## src/rtl/pcie_phy_pkg.sv

```systemverilog
// pcie_phy_pkg: widths, idle symbol, FSM states and byte-select helper
// shared by the 32-to-8 transmit and 8-to-32 receive lanes.
package pcie_phy_pkg;
   localparam int WORD_W = 32;
   localparam int BYTE_W = 8;
   localparam logic [BYTE_W-1:0] IDLE_BYTE_DEF = 8'hBC;
   typedef enum logic {IDLE, SEND} tx_state_t;
   // byte 0 is the most significant byte of the word
   function automatic logic [BYTE_W-1:0] word_byte(input logic [WORD_W-1:0] w, input logic [1:0] idx);
      logic [WORD_W-1:0] s;
      s = w << {idx, 3'b000};
      return s[WORD_W-1 -: BYTE_W];
   endfunction
endpackage

```

## src/rtl/m32_8_tx_if.sv

```systemverilog
// m32_8_tx_if: word-in handshake and byte-out stream of the 32-to-8 transmitter
interface m32_8_tx_if;
   import pcie_phy_pkg::*;
   logic [WORD_W-1:0] data_input;
   logic              valid_input;
   logic              ready_out;
   logic              sinc;
   logic [BYTE_W-1:0] data_8;
   logic              valid_8;
   logic              sincout;
   modport master(output data_input, valid_input, sinc, input ready_out, data_8, valid_8, sincout);
   modport slave(input data_input, valid_input, sinc, output ready_out, data_8, valid_8, sincout);
endinterface

```

## src/rtl/m32_8_fifo.sv

```systemverilog
// m32_8_fifo: 2-entry word FIFO; caller guarantees no push when full and no pop when empty.
module m32_8_fifo import pcie_phy_pkg::*; (
   input  logic              clk,
   input  logic              rst,
   input  logic              push,
   input  logic              pop,
   input  logic [WORD_W-1:0] din,
   output logic [WORD_W-1:0] head,
   output logic [1:0]        count
);
   logic [WORD_W-1:0] mem [2];
   logic rd_ptr, wr_ptr;
   assign head = mem[rd_ptr];
   always_ff @(posedge clk)
      if (push) mem[wr_ptr] <= din;
   always_ff @(posedge clk or posedge rst)
      if (rst) begin
         rd_ptr <= 1'b0;
         wr_ptr <= 1'b0;
         count  <= 2'd0;
      end else begin
         if (push) wr_ptr <= ~wr_ptr;
         if (pop) rd_ptr <= ~rd_ptr;
         count <= count + 2'(push) - 2'(pop);
      end
endmodule

```

## src/rtl/m32_8_tx.sv

```systemverilog
// m32_8_tx: serializes buffered 32-bit words into a registered MSB-first byte stream,
// starting new words only on word boundaries while sinc is high.
module m32_8_tx import pcie_phy_pkg::*; #(
   parameter logic [BYTE_W-1:0] IDLE_BYTE = IDLE_BYTE_DEF
) (
   input logic        clk_4f,
   input logic        reset,
   m32_8_tx_if.slave  bus
);
   tx_state_t state, state_nx;
   logic [1:0] idx, idx_nx, count;
   logic [WORD_W-1:0] shifter, shifter_nx, head;
   logic push, load;
   assign bus.ready_out = count != 2'd2;
   assign push = bus.valid_input && bus.ready_out;
   m32_8_fifo u_fifo (
      .clk   (clk_4f),
      .rst   (reset),
      .push  (push),
      .pop   (load),
      .din   (bus.data_input),
      .head  (head),
      .count (count)
   );
   // a new word may only start from idle or right after the last byte of the current one
   always_comb begin
      load       = count != 2'd0 && bus.sinc && (state == IDLE || idx == 2'd3);
      state_nx   = (load || (state == SEND && idx != 2'd3)) ? SEND : IDLE;
      idx_nx     = (state_nx == SEND && !load) ? idx + 2'd1 : 2'd0;
      shifter_nx = load ? head : shifter;
   end
   always_ff @(posedge clk_4f or posedge reset)
      if (reset) begin
         state       <= IDLE;
         idx         <= 2'd0;
         shifter     <= '0;
         bus.data_8  <= IDLE_BYTE;
         bus.valid_8 <= 1'b0;
         bus.sincout <= 1'b0;
      end else begin
         state       <= state_nx;
         idx         <= idx_nx;
         shifter     <= shifter_nx;
         bus.data_8  <= state_nx == SEND ? word_byte(shifter_nx, idx_nx) : IDLE_BYTE;
         bus.valid_8 <= state_nx == SEND;
         bus.sincout <= bus.sinc;
      end
endmodule

```

## src/flat_wrapper.sv

```systemverilog
// flat-port wrapper written by rule: the top's interface ports become plain ports
module m32_8_tx_flat import pcie_phy_pkg::*;
#(
   parameter logic [BYTE_W-1:0] IDLE_BYTE = IDLE_BYTE_DEF
)
  (clk_4f, reset, bus_data_input, bus_valid_input, bus_sinc, bus_ready_out, bus_data_8, bus_valid_8, bus_sincout);
  m32_8_tx_if bus_i ();
  input logic clk_4f;
  input logic reset;
  input wire logic [$bits(bus_i.data_input)-1:0] bus_data_input;
  input wire logic [$bits(bus_i.valid_input)-1:0] bus_valid_input;
  input wire logic [$bits(bus_i.sinc)-1:0] bus_sinc;
  output wire logic [$bits(bus_i.ready_out)-1:0] bus_ready_out;
  output wire logic [$bits(bus_i.data_8)-1:0] bus_data_8;
  output wire logic [$bits(bus_i.valid_8)-1:0] bus_valid_8;
  output wire logic [$bits(bus_i.sincout)-1:0] bus_sincout;
  assign bus_i.data_input = bus_data_input;
  assign bus_i.valid_input = bus_valid_input;
  assign bus_i.sinc = bus_sinc;
  assign bus_ready_out = bus_i.ready_out;
  assign bus_data_8 = bus_i.data_8;
  assign bus_valid_8 = bus_i.valid_8;
  assign bus_sincout = bus_i.sincout;
  m32_8_tx #(.IDLE_BYTE(IDLE_BYTE)) u_core (.clk_4f(clk_4f), .reset(reset), .bus(bus_i));
endmodule
```

## config.mk

```make
export PLATFORM = sky130hd
export DESIGN_NAME = m32_8_tx_flat
export DESIGN_NICKNAME = d
export VERILOG_FILES = /design/src/rtl/pcie_phy_pkg.sv /design/src/rtl/m32_8_tx_if.sv /design/src/rtl/m32_8_fifo.sv /design/src/rtl/m32_8_tx.sv /design/src/flat_wrapper.sv
export SDC_FILE = /design/constraint.sdc
export NUM_CORES = 1
export LEC_CHECK = 0
export BUFFER_PORTS_ARGS = -buffer_cell sky130_fd_sc_hd__clkbuf_2
export CORE_ASPECT_RATIO = 1.2
export CORE_UTILIZATION = 50
export DETAILED_ROUTE_END_ITERATION = 8
export GPL_TIMING_DRIVEN = 0
export PLACE_DENSITY = 0.7
export SYNTH_ARGS = -nofsm -noshare
export SYNTH_HDL_FRONTEND = slang
export SYNTH_SLANG_ARGS = --single-unit
```

## constraint.sdc

```tcl
create_clock -name clk_4f -period 4.1 [get_ports clk_4f]
set_input_delay 0.205 -clock clk_4f [delete_from_list [all_inputs] [get_ports clk_4f]]
set_output_delay 0.205 -clock clk_4f [all_outputs]
set_load 0.03 [all_outputs]
```

==> flow_metrics.tcl, run 1 <==
set metrics [dict create \
    status "finished clean" \
    setup_viol 0 \
    ys_seq_elements 112 \
    finalSetupTns_ns 0 \
    cap_violations 0 \
    timing.rr.end "u_core.u_fifo.count[1]" \
    reg2reg_from "u_core.idx[0]" \
    worst_setup_path_end_kind "flip-flop" \
    ys_seq_area_frac 0.715 \
    cp.arrival_ns 2.23 \
    final_common_cell "edfxtp_1" \
    p_leak_nw 2.02 \
    ant_nets 0 \
    final_cell_mix "edfxtp_1, clkbuf_2, dfrtp_1" \
    start_util 0.514 \
    drc 0 \
    grt_pass1_wl_mm 12.3 \
    gp_routability_congestion 0.823 \
    drt_iter0_drc 204 \
    hold_viol_final 0 \
    min_delay_worst_endpoint "u_core.u_fifo.mem[1][26]" \
    filler_cell_count 701 \
    dieArea_sq_mm 0.00914 \
    hp-start "bus_data_input[26]" \
    num_rows 37 \
    rsz0062_at_grt "false" \
    ys_warn_count 0 \
    hold_depth 1 \
    r2r_cells 10 \
    wire_per_inst_um 16.6 \
    clk_pin_slew_ns 0.11 \
    cts_setup_buffers 0 \
    antenna_found_initial 0 \
    r2r_slack_ns 2.18 \
    grt-ovfl-total 0 \
    period_share 0.468 \
    worst_pin_slew_ns 0.774 \
    num_io_pins 47 \
    ctsLongestPathBuffers 2 \
    grt.total_usage 0.183 \
    netlist_area_sq_mm 0.00438 \
    cp-start-kind "flip-flop" \
    fmax_mhz 521 \
    die_h_um 105 \
    clkLatencyLatePin_ns 0.37 \
    routed_wl_mm 7.68 \
    cts_resized 0 \
    path_class "flip-flop to flip-flop" \
    holdCritPathClass "input port to flip-flop" \
    fp.dieW_um 87.4 \
    place_inst 446 \
    slew_violations 0 \
    grt_pass1_vias 2443 \
    peakVddDrop_v 0.000300 \
    synth_cell_types 33 \
    vias_per_cell 5.34 \
    cts_buffers 9 \
    coreArea_sq_mm 0.00852 \
    cts_max_level 3 \
    fin_skew_ns 0.0154 \
    antenna_cells 0 \
    via_count 2477 \
    period_needed_ns 1.92 \
    dp.final_hpwl_mm 5.16 \
    layout.nets 381 \
    io_buffers 46 \
    syn_nets 320 \
    firstDrtPassIters 4 \
    fin_cells 464 \
    path_max_fanout 10 \
    power.density_mw_per_mm2 768 \
    tritoncts "built" \
    synth_cells 281 \
    root_buffer "clkbuf_8" \
    timing.slew.headroom 0.484 \
    grt_max_degree 45 \
    cts.sinks 112 \
    drive_above_1_share 0.282 \
    avgSynthCellArea_sq_um 15.6 \
    required_ns 4.41 \
    area_delta_synth_final_pct 15.2 \
]
==> cell families (layout without fill, tap and decap cells) <==
group	count (synthesis)	after routing	share of synthesized area
flops	112	112	0.715
compound gates	79	79	0.116
mux	43	43	0.0991
buf+inv	21	87	0.0266
simple gates	19	19	0.0271
xor+xnor	4	4	0.00800
fa+ha+maj	3	3	0.00857
==> power by group <==
part	switching [W]	total, W	leakage (nW)	internal [W]
combinational	0.000863	0.00142	0.743	0.000553
sequential	0.000150	0.00176	1.17	0.00161
clock	0.000349	0.000695	0.102	0.000345
==> sequential cells by signal, summed over array words and instances (netlist names) <==
name	cells
u_core.shifter	32
u_core.u_fifo.mem	64
u_core.bus.sincout	1
u_core.u_fifo.count	2
u_core.u_fifo.wr_ptr	1
u_core.bus.data_8	8
u_core.idx	2
u_core.u_fifo.rd_ptr	1
u_core.bus.valid_8	1
==> repair_timing <==
item	CTS	global route
endpoints found under the setup margin	0	0
hold endpoints to repair	44	0
hold buffers	2	0
==> per-layer routing <==
metal / track usage / vias up / wire length [um] / share of wire
met5: 0 / - / 0 / 0
met4: 0.0867 / 0 / 178 / 0.023
met3: 0.0302 / 14 / 215 / 0.028
met2: 0.302 / 54 / 3950 / 0.51
met1: 0.232 / 1231 / 3330 / 0.43
li1: - / 1178 / - / -
==> through the flow <==
stage | setup WS (ns) | hold slack (ns) | total power (W) | util | instance area (sq um)
floorplan | 1.41 | 0.236 | 0.00281 | - | 4380
finish | 2.18 | 0.0199 | 0.00387 | 0.592 | 5040
global placement | 0.851 | 0.370 | 0.00314 | 0.558 | 4760
detailed placement | 2.18 | 0.0774 | 0.00321 | 0.565 | 4810
global route | 2.05 | 0.00534 | 0.00409 | 0.592 | 5040
CTS | 2.17 | 0.00739 | 0.00390 | 0.592 | 5040
==> cells in the mapped netlist (all sizes together) <==
| cell | count | area (sq um) |
|---|---|---|
| nor2b | 5 | 31.3 |
| a2111oi | 5 | 62.6 |
| and3 | 1 | 6.26 |
| xnor2 | 4 | 35.0 |
| a221oi | 5 | 75.1 |
| buf | 12 | 81.3 |
| ha | 3 | 37.5 |
| inv | 3 | 11.3 |
| dfstp | 5 | 131 |
| nor2 | 2 | 7.51 |
| a21oi | 10 | 50.1 |
| o221ai | 3 | 26.3 |
| o21ai | 55 | 279 |
| and2 | 1 | 6.26 |
| nand3 | 3 | 15.0 |
| edfxtp | 64 | 1920 |
| clkbuf | 6 | 23.8 |
| mux2i | 40 | 400 |
| o21a | 1 | 15.0 |
| dfrtp | 43 | 1080 |
| mux2 | 3 | 33.8 |
| nand2b | 3 | 26.3 |
| nand2 | 3 | 18.8 |
| and2b | 1 | 7.51 |
==> critical path, cell delays in order (launching register included) <==
cell,delay [ns]
dfrtp_1,0.43
ha_1,0.22
nand2b_4,0.16
nand2_4,0.08
inv_2,0.05
buf_6,0.14
ha_1,0.27
inv_1,0.04
ha_1,0.18
xnor2_1,0.16
xnor2_1,0.13
==> cell type report <==
type                    instances  area [sq um]  area share
flip-flops and latches        112          3130       0.620
multi-input cells             148          1140       0.226
repair buffers                 50           298      0.0590
well taps                     117           146      0.0290
clock buffers                  11           131      0.0260
plain buffers                  18           105      0.0208
clock inverters                 5          80.1      0.0159
inverters                       3          11.3     0.00223
==> worst max path at each step <==
stage / startpoint / to / cells past startpoint
after floorplan: u_core.u_fifo.count[0] / u_core.u_fifo.mem[0][0] / 3
after global placement: u_core.u_fifo.count[0] / u_core.u_fifo.mem[0][24] / 3
after detailed placement: u_core.idx[0] / u_core.u_fifo.count[1] / 10
after CTS: u_core.idx[0] / u_core.u_fifo.count[1] / 10
after global routing: u_core.idx[0] / u_core.u_fifo.count[1] / 10
final: u_core.idx[0] / u_core.u_fifo.count[1] / 10
(Power assumes the default switching activity.)
==> inputs of run 2 (changes only) <==
--- a/config.mk
+++ b/config.mk
@@ -10,7 +10,7 @@
 export CORE_UTILIZATION = 50
 export DETAILED_ROUTE_END_ITERATION = 8
 export GPL_TIMING_DRIVEN = 0
-export PLACE_DENSITY = 0.7
+export PLACE_DENSITY = 0.72
 export SYNTH_ARGS = -nofsm -noshare
 export SYNTH_HDL_FRONTEND = slang
 export SYNTH_SLANG_ARGS = --single-unit
==> constraint.sdc (replaced) <==
create_clock -name clk_4f -period 1.65 [get_ports clk_4f]
set_input_delay 0.0825 -clock clk_4f [delete_from_list [all_inputs] [get_ports clk_4f]]
set_output_delay 0.0825 -clock clk_4f [all_outputs]
set_load 0.03 [all_outputs]
==> run 2 against run 1 <==
- the run now ends with setup timing left
- combinational power increased to 2.8 times the previous value
- count of clock-buffer cells in the layout rose by 2
- fmax increased by 16%
- power rose to 2.6 times the previous value
- sequential cell count did not move
- clock skew down 0.0090 ns
- sequential share of layout area shrank 5.0 points
- final cell count grew 8.0%
- hold slack better by 0.039 ns
- first-iteration DRC count down 33%
- utilization increased by 5.2 points
- critical endpoint unchanged
==> flow_metrics.tcl, run 2 (synthesized netlist as in run 1, its figures left out) <==
set metrics [dict create \
    grt.total_usage 0.205 \
    top_register "u_core.u_fifo.mem" \
    worst_setup_path_end_kind "flip-flop" \
    coreArea_sq_mm 0.00852 \
    finalSetupTns_ns -0.00569 \
    start_util 0.514 \
    timing.slew.headroom 0.596 \
    tritoncts "built" \
    pwr-share-seq 0.445 \
    via_count 2589 \
    final_common_cell "edfxtp_1" \
    routed_wl_mm 8.29 \
    period_needed_ns 1.66 \
    rsz0062_at_grt "true" \
    internal-power_w 0.00634 \
    largest_reg_flops 64 \
    num_rows 37 \
    final_cell_mix "edfxtp_1, clkbuf_2, dfrtp_1" \
    clk_pin_slew_ns 0.09 \
    violations "setup timing" \
    dp.final_hpwl_mm 5.24 \
    fin_util 0.644 \
    antenna_cells 0 \
    grt_pass1_vias 2727 \
    highest_layer "met4" \
    p_sw_w 0.00357 \
    num_io_pins 47 \
    cts.sinks 112 \
    ctsLongestPathBuffers 2 \
    layout.nets 418 \
    grt-ovfl-total 0 \
    cap_violations 0 \
    cts_max_level 3 \
    p_clk_frac 0.157 \
    required_ns 1.92 \
    comb_power_share 0.398 \
    hold_viol_final 0 \
    fin_cells 501 \
    slowest_stage "dfrtp_1" \
    io_buffers 46 \
    ant_nets 0 \
    filler_cell_count 662 \
    worst_pin_slew_ns 0.605 \
    hold_slack_ns 0.0585 \
    drt-met1-wl_mm 3.55 \
    dieArea_sq_mm 0.00914 \
    path_cells "ha_2 -> nand2b_4 -> nand2_4 -> inv_4 -> ha_4 -> inv_4 -> ha_4 -> xnor2_2 -> xnor2_1" \
    gp_routability_congestion 0.784 \
    path_class "flip-flop to flip-flop" \
    setup_viol 1 \
    power.density_mw_per_mm2 1810 \
    fin_skew_ns 0.00640 \
    largest_registers "u_core.u_fifo.mem x64, u_core.shifter x32, u_core.bus.data_8 x8" \
    path_max_fanout 3 \
    critPathMaxStageDelay_ns 0.40 \
    p_leak_nw 2.18 \
    root_buffer "clkbuf_8" \
    antenna_found_initial 0 \
    cp.arrival_ns 1.93 \
    wire_per_inst_um 16.5 \
    peakVddDrop_v 0.000722 \
    drive_above_1_share 0.299 \
    place_inst 445 \
    cp-start-kind "flip-flop" \
    grt_max_degree 33 \
    period_share 1.00 \
    firstDrtPassIters 4 \
    holdCritPathClass "input port to flip-flop" \
    vias_per_cell 5.17 \
    status "finished with violations" \
    wl_met2_mm 4.22 \
    met3_length_um 176 \
    drc 0 \
    cts_buffers 9 \
    clkLatencyLatePin_ns 0.37 \
    die_h_um 105 \
    area_delta_synth_final_pct 25.3 \
    drt_iter0_drc 136 \
    fp.dieW_um 87.4 \
    switching_share 0.360 \
    fmax_mhz 604 \
    slew_violations 0 \
    worst_slack_ns -0.00569 \
    grt_pass1_wl_mm 13.4 \
]
## run 2: cell types whose count changed in the layout (fill, tap and decap cells not counted), moves of 3 or more
cell,before,now
dlygate4sd3_1,2,34
ha_1,3,0
clkbuf_1,7,3
buf_4,1,8
a2111oi_4,0,3
a2111oi_2,3,0
## run 2: power groups by stage
stage	clock, W	sequential [W]	combinational (W)
2_1_floorplan	0	0.00456	0.00252
3_3_place_gp	0	0.00443	0.00347
3_5_place_dp	0	0.00447	0.00357
4_1_cts	0.00161	0.00440	0.00380
5_1_grt	0.00170	0.00451	0.00428
6_report	0.00155	0.00441	0.00394
## run 2: path summary, 6_finish.rpt
path | from | endpoint | slack, ns | cells after the start
hold reg to reg | u_core.u_fifo.mem[1][1] | u_core.shifter[1] | 0.53 | 2
min in group asynchronous | reset | u_core.bus.data_8[6] | 0.27 | 3
setup reg to reg | u_core.idx[0] | u_core.u_fifo.count[1] | -0.006 | 9
setup / recovery | u_core.idx[0] | u_core.u_fifo.count[1] | -0.006 | 9
hold / removal | bus_valid_input | u_core.u_fifo.wr_ptr | 0.06 | 3
max in group asynchronous | reset | u_core.shifter[21] | 0.87 | 4
## run 2: final cells by class
type                       count  area, sq um  area share
sequential                   112         3130       0.571
multi-input combinational    149         1250       0.228
timing repair buffer          88          651       0.119
clock buffer                  13          180      0.0328
tap                          117          146      0.0267
buffer                        16         95.1      0.0173
inverter                       3         16.3     0.00297
clock inverter                 3         12.5     0.00228
## run 2: metal layers
layer | global-route usage | vias to the layer above
met5 | 0 | -
met4 | 0.130 | 0
met3 | 0.0341 | 21
met2 | 0.334 | 48
met1 | 0.250 | 1264
li1 | - | 1256
## run 2: stage by stage
step / total power (W) / setup slack [ns] / area, sq um
floorplan: 0.00708 / -0.125 / 4440
global placement: 0.00790 / -0.248 / 4810
detailed placement: 0.00803 / -0.321 / 4840
CTS: 0.00981 / -0.0768 / 5450
global route: 0.0105 / -0.0594 / 5490
finish: 0.00991 / -0.00569 / 5490
## run 2: timing repair
| action | CTS | global route |
|---|---|---|
| setup buffers | 6 | 1 |
| setup endpoints to repair | 73 | 14 |
| resized for setup | 7 | 8 |
| endpoints found under the hold margin | 83 | 0 |
| hold buffers | 34 | 0 |
| pin swaps | 3 | 6 |
| cloned | 1 | 0 |
## run 2: worst max-delay path, delay by kind of cell (launching register included)
kind | cells | cell delay [ns]
buffers and inverters | 2 | 0.08
adders and majority gates | 3 | 0.60
xor gates and xnor gates | 2 | 0.25
DFF | 1 | 0.40
and+or+nand+nor | 2 | 0.23
==> inputs of run 3 (changes only) <==
--- a/config.mk
+++ b/config.mk
@@ -13,4 +13,5 @@
 export PLACE_DENSITY = 0.72
 export SYNTH_ARGS = -nofsm -noshare
 export SYNTH_HDL_FRONTEND = slang
+export SYNTH_HIERARCHICAL = 1
 export SYNTH_SLANG_ARGS = --single-unit
==> run 3 against run 2 <==
- the flow still finishes with violations (setup timing)
- count of clock-buffer cells in the layout down 4
- power up 7.5%
- wire length is 1.1% higher
- sequential share of layout area down 2.8 points
- combinational power grew 13%
- register-to-register slack about the same
- clock skew is 0.0035 ns higher
- non-clock buffer count shrank 1
- via count fell by 3.1%
- sequential cell count unchanged
- design area is 5.1% higher
- setup slack worse by 0.0029 ns
- critical path type unchanged
- largest power group unchanged
==> flow_metrics.tcl, run 3 <==
set metrics [dict create \
    avgSynthCellArea_sq_um 17.7 \
    routed_wl_mm 8.37 \
    clk_pin_slew_ns 0.10 \
    peakVddDrop_v 0.000655 \
    syn_nets 299 \
    top_register "u_core/u_fifo/mem" \
    fin_area_sq_mm 0.00576 \
    timing.slew.headroom 0.654 \
    wire_per_inst_um 17.2 \
    violations "setup timing" \
    worst_pin_slew_ns 0.518 \
    slew_violations 0 \
    drt_iter0_drc 104 \
    cp-start-kind "flip-flop" \
    synth-main-ff-cell "edfxtp_1" \
    fin_skew_ns 0.00992 \
    largest_reg_flops 64 \
    timing.rr.end "u_core/u_fifo/count[1]" \
    ctsLongestPathBuffers 2 \
    period_share 1.01 \
    ys_warn_count 6 \
    grt_pass1_wl_mm 13.5 \
    cts_max_level 3 \
    clkLatencyLatePin_ns 0.38 \
    coreArea_sq_mm 0.00899 \
    crit_path_start "u_core/idx[0]" \
    r2r_cells 8 \
    via_count 2509 \
    cts_buffers 9 \
    setup_viol 1 \
    num_rows 38 \
    fp.dieW_um 89.7 \
    grt_pass1_vias 2639 \
    grt-ovfl-total 0 \
    fin_cells 488 \
    grt.total_usage 0.197 \
    ys_seq_area_frac 0.679 \
    ant_nets 0 \
    worst_setup_path_end_kind "flip-flop" \
    area_delta_synth_final_pct 25.0 \
    worst_slack_ns -0.00854 \
    root_buffer "clkbuf_8" \
    final_cell_mix "edfxtp_1, clkbuf_2, dfrtp_1" \
    reg2reg_from "u_core/idx[0]" \
    drive_above_1_share 0.462 \
    fin_total_pwr_w 0.0107 \
    path_class "flip-flop to flip-flop" \
    synth.area.top_cells "edfxtp_1, dfrtp_1, mux2_4, mux2_2, dfstp_2" \
    place_inst 427 \
    netlist_area_sq_mm 0.00461 \
    firstDrtPassIters 4 \
    synth_edf_count 64 \
    async_flop_share 0.429 \
    synth_common_cells "edfxtp_1, dfrtp_1, mux2_2" \
    io_buffers 46 \
    cap_violations 0 \
    synth_top_area_cell "edfxtp_1" \
    synth_cells 260 \
    dieArea_sq_mm 0.00961 \
    p_leak_nw 2.40 \
    required_ns 1.91 \
    r2r_slack_ns -0.009 \
    gp_routability_congestion 0.800 \
    min_delay_worst_endpoint "u_core/u_fifo/wr_ptr" \
    largest_registers "u_core/u_fifo/mem x64, u_core/shifter x32, u_core/bus.data_8 x8" \
    period_needed_ns 1.66 \
    rsz0062_at_grt "true" \
    holdCritPathClass "input port to flip-flop" \
    antenna_found_initial 0 \
    finalSetupTns_ns -0.00854 \
    hp-start "bus_valid_input" \
    cp.arrival_ns 1.92 \
    hold_depth 3 \
    postPlaceCellArea_sq_mm 0.00506 \
    synth_cell_types 36 \
    vias_per_cell 5.14 \
    fmax_mhz 603 \
    ys_seq_elements 112 \
    hold_viol_final 0 \
    layout.nets 402 \
    start_util 0.513 \
    yosysMostFrequentCell "edfxtp_1" \
    power.density_mw_per_mm2 1850 \
    tritoncts "built" \
    dp.final_hpwl_mm 5.24 \
    num_io_pins 47 \
    path_max_fanout 3 \
    status "finished with violations" \
    grt_max_degree 33 \
    cts.sinks 112 \
    synth_top_area_frac 0.417 \
    die_h_um 107 \
    final_common_cell "edfxtp_1" \
    drc 0 \
    antenna_cells 0 \
]
-- run 3: worst max path at each step --
stage                                    end  slack [ns]  depth (start not counted)
CTS                   u_core/u_fifo/count[1]       -0.05                          9
global route          u_core/u_fifo/count[1]       -0.07                          8
floorplan             u_core/u_fifo/count[1]       -0.11                          8
detailed placement  u_core/u_fifo/mem[0][21]       -0.36                          3
finish                u_core/u_fifo/count[1]      -0.009                          8
global placement    u_core/u_fifo/mem[0][17]       -0.33                          3
-- run 3: cell families after synthesis --
family                     synth area share
and+or+nand+nor                      0.0361
adders and majority gates           0.00814
buffers and inverters                0.0383
DFF                                   0.679
xor gates and xnor gates            0.00896
muxes                                 0.187
AOI/OAI and AO/OA                    0.0426
-- run 3: what timing repair did --
item,4_1_cts,5_1_grt
setup endpoints to repair,77,35
hold buffers,34,0
cloned,1,0
pin swaps,2,9
gates resized for setup,5,3
endpoints found under the hold margin,85,0
setup buffers,9,3
-- run 3: metrics by stage --
step | hold WS (ns) | worst slack [ns] | util
floorplan | -0.151 | -0.108 | -
global placement | -0.0341 | -0.331 | 0.561
detailed placement | -0.0261 | -0.361 | 0.564
CTS | 0.0393 | -0.0476 | 0.639
global route | 0.0522 | -0.0705 | 0.641
finish | 0.0479 | -0.00854 | 0.641
-- run 3: critical path, cell delays in order (launching register included) --
cell and delay (ns):
dfrtp_1 0.44, ha_4 0.19, nor2b_4 0.14, nor2_4 0.05, buf_8 0.13, ha_4 0.25, inv_2 0.04, ha_4 0.14
xor3_1 0.17
-- run 3: area by class of cell --
cell class              instances  area (sq um)
clock buffers                   9           124
clock inverters                 7          85.1
inverters                       6          27.5
flip-flops and latches        112          3130
plain buffers                  10           136
repair buffers                 93           726
multi-input cells             131          1380
fillers                       635          3220
well taps                     120           150
-- run 3: power breakdown --
part	internal (W)	switching, W	total (W)
clock network	0.000843	0.000873	0.00172
registers	0.00405	0.000449	0.00449
logic	0.00232	0.00212	0.00445
total	0.00721	0.00344	0.0107
-- run 3: per-layer routing --
metal | wire length, um | global-route usage
met5 | 0 | 0
met4 | 191 | 0.0930
met3 | 285 | 0.0323
met2 | 4440 | 0.337
met1 | 3450 | 0.239
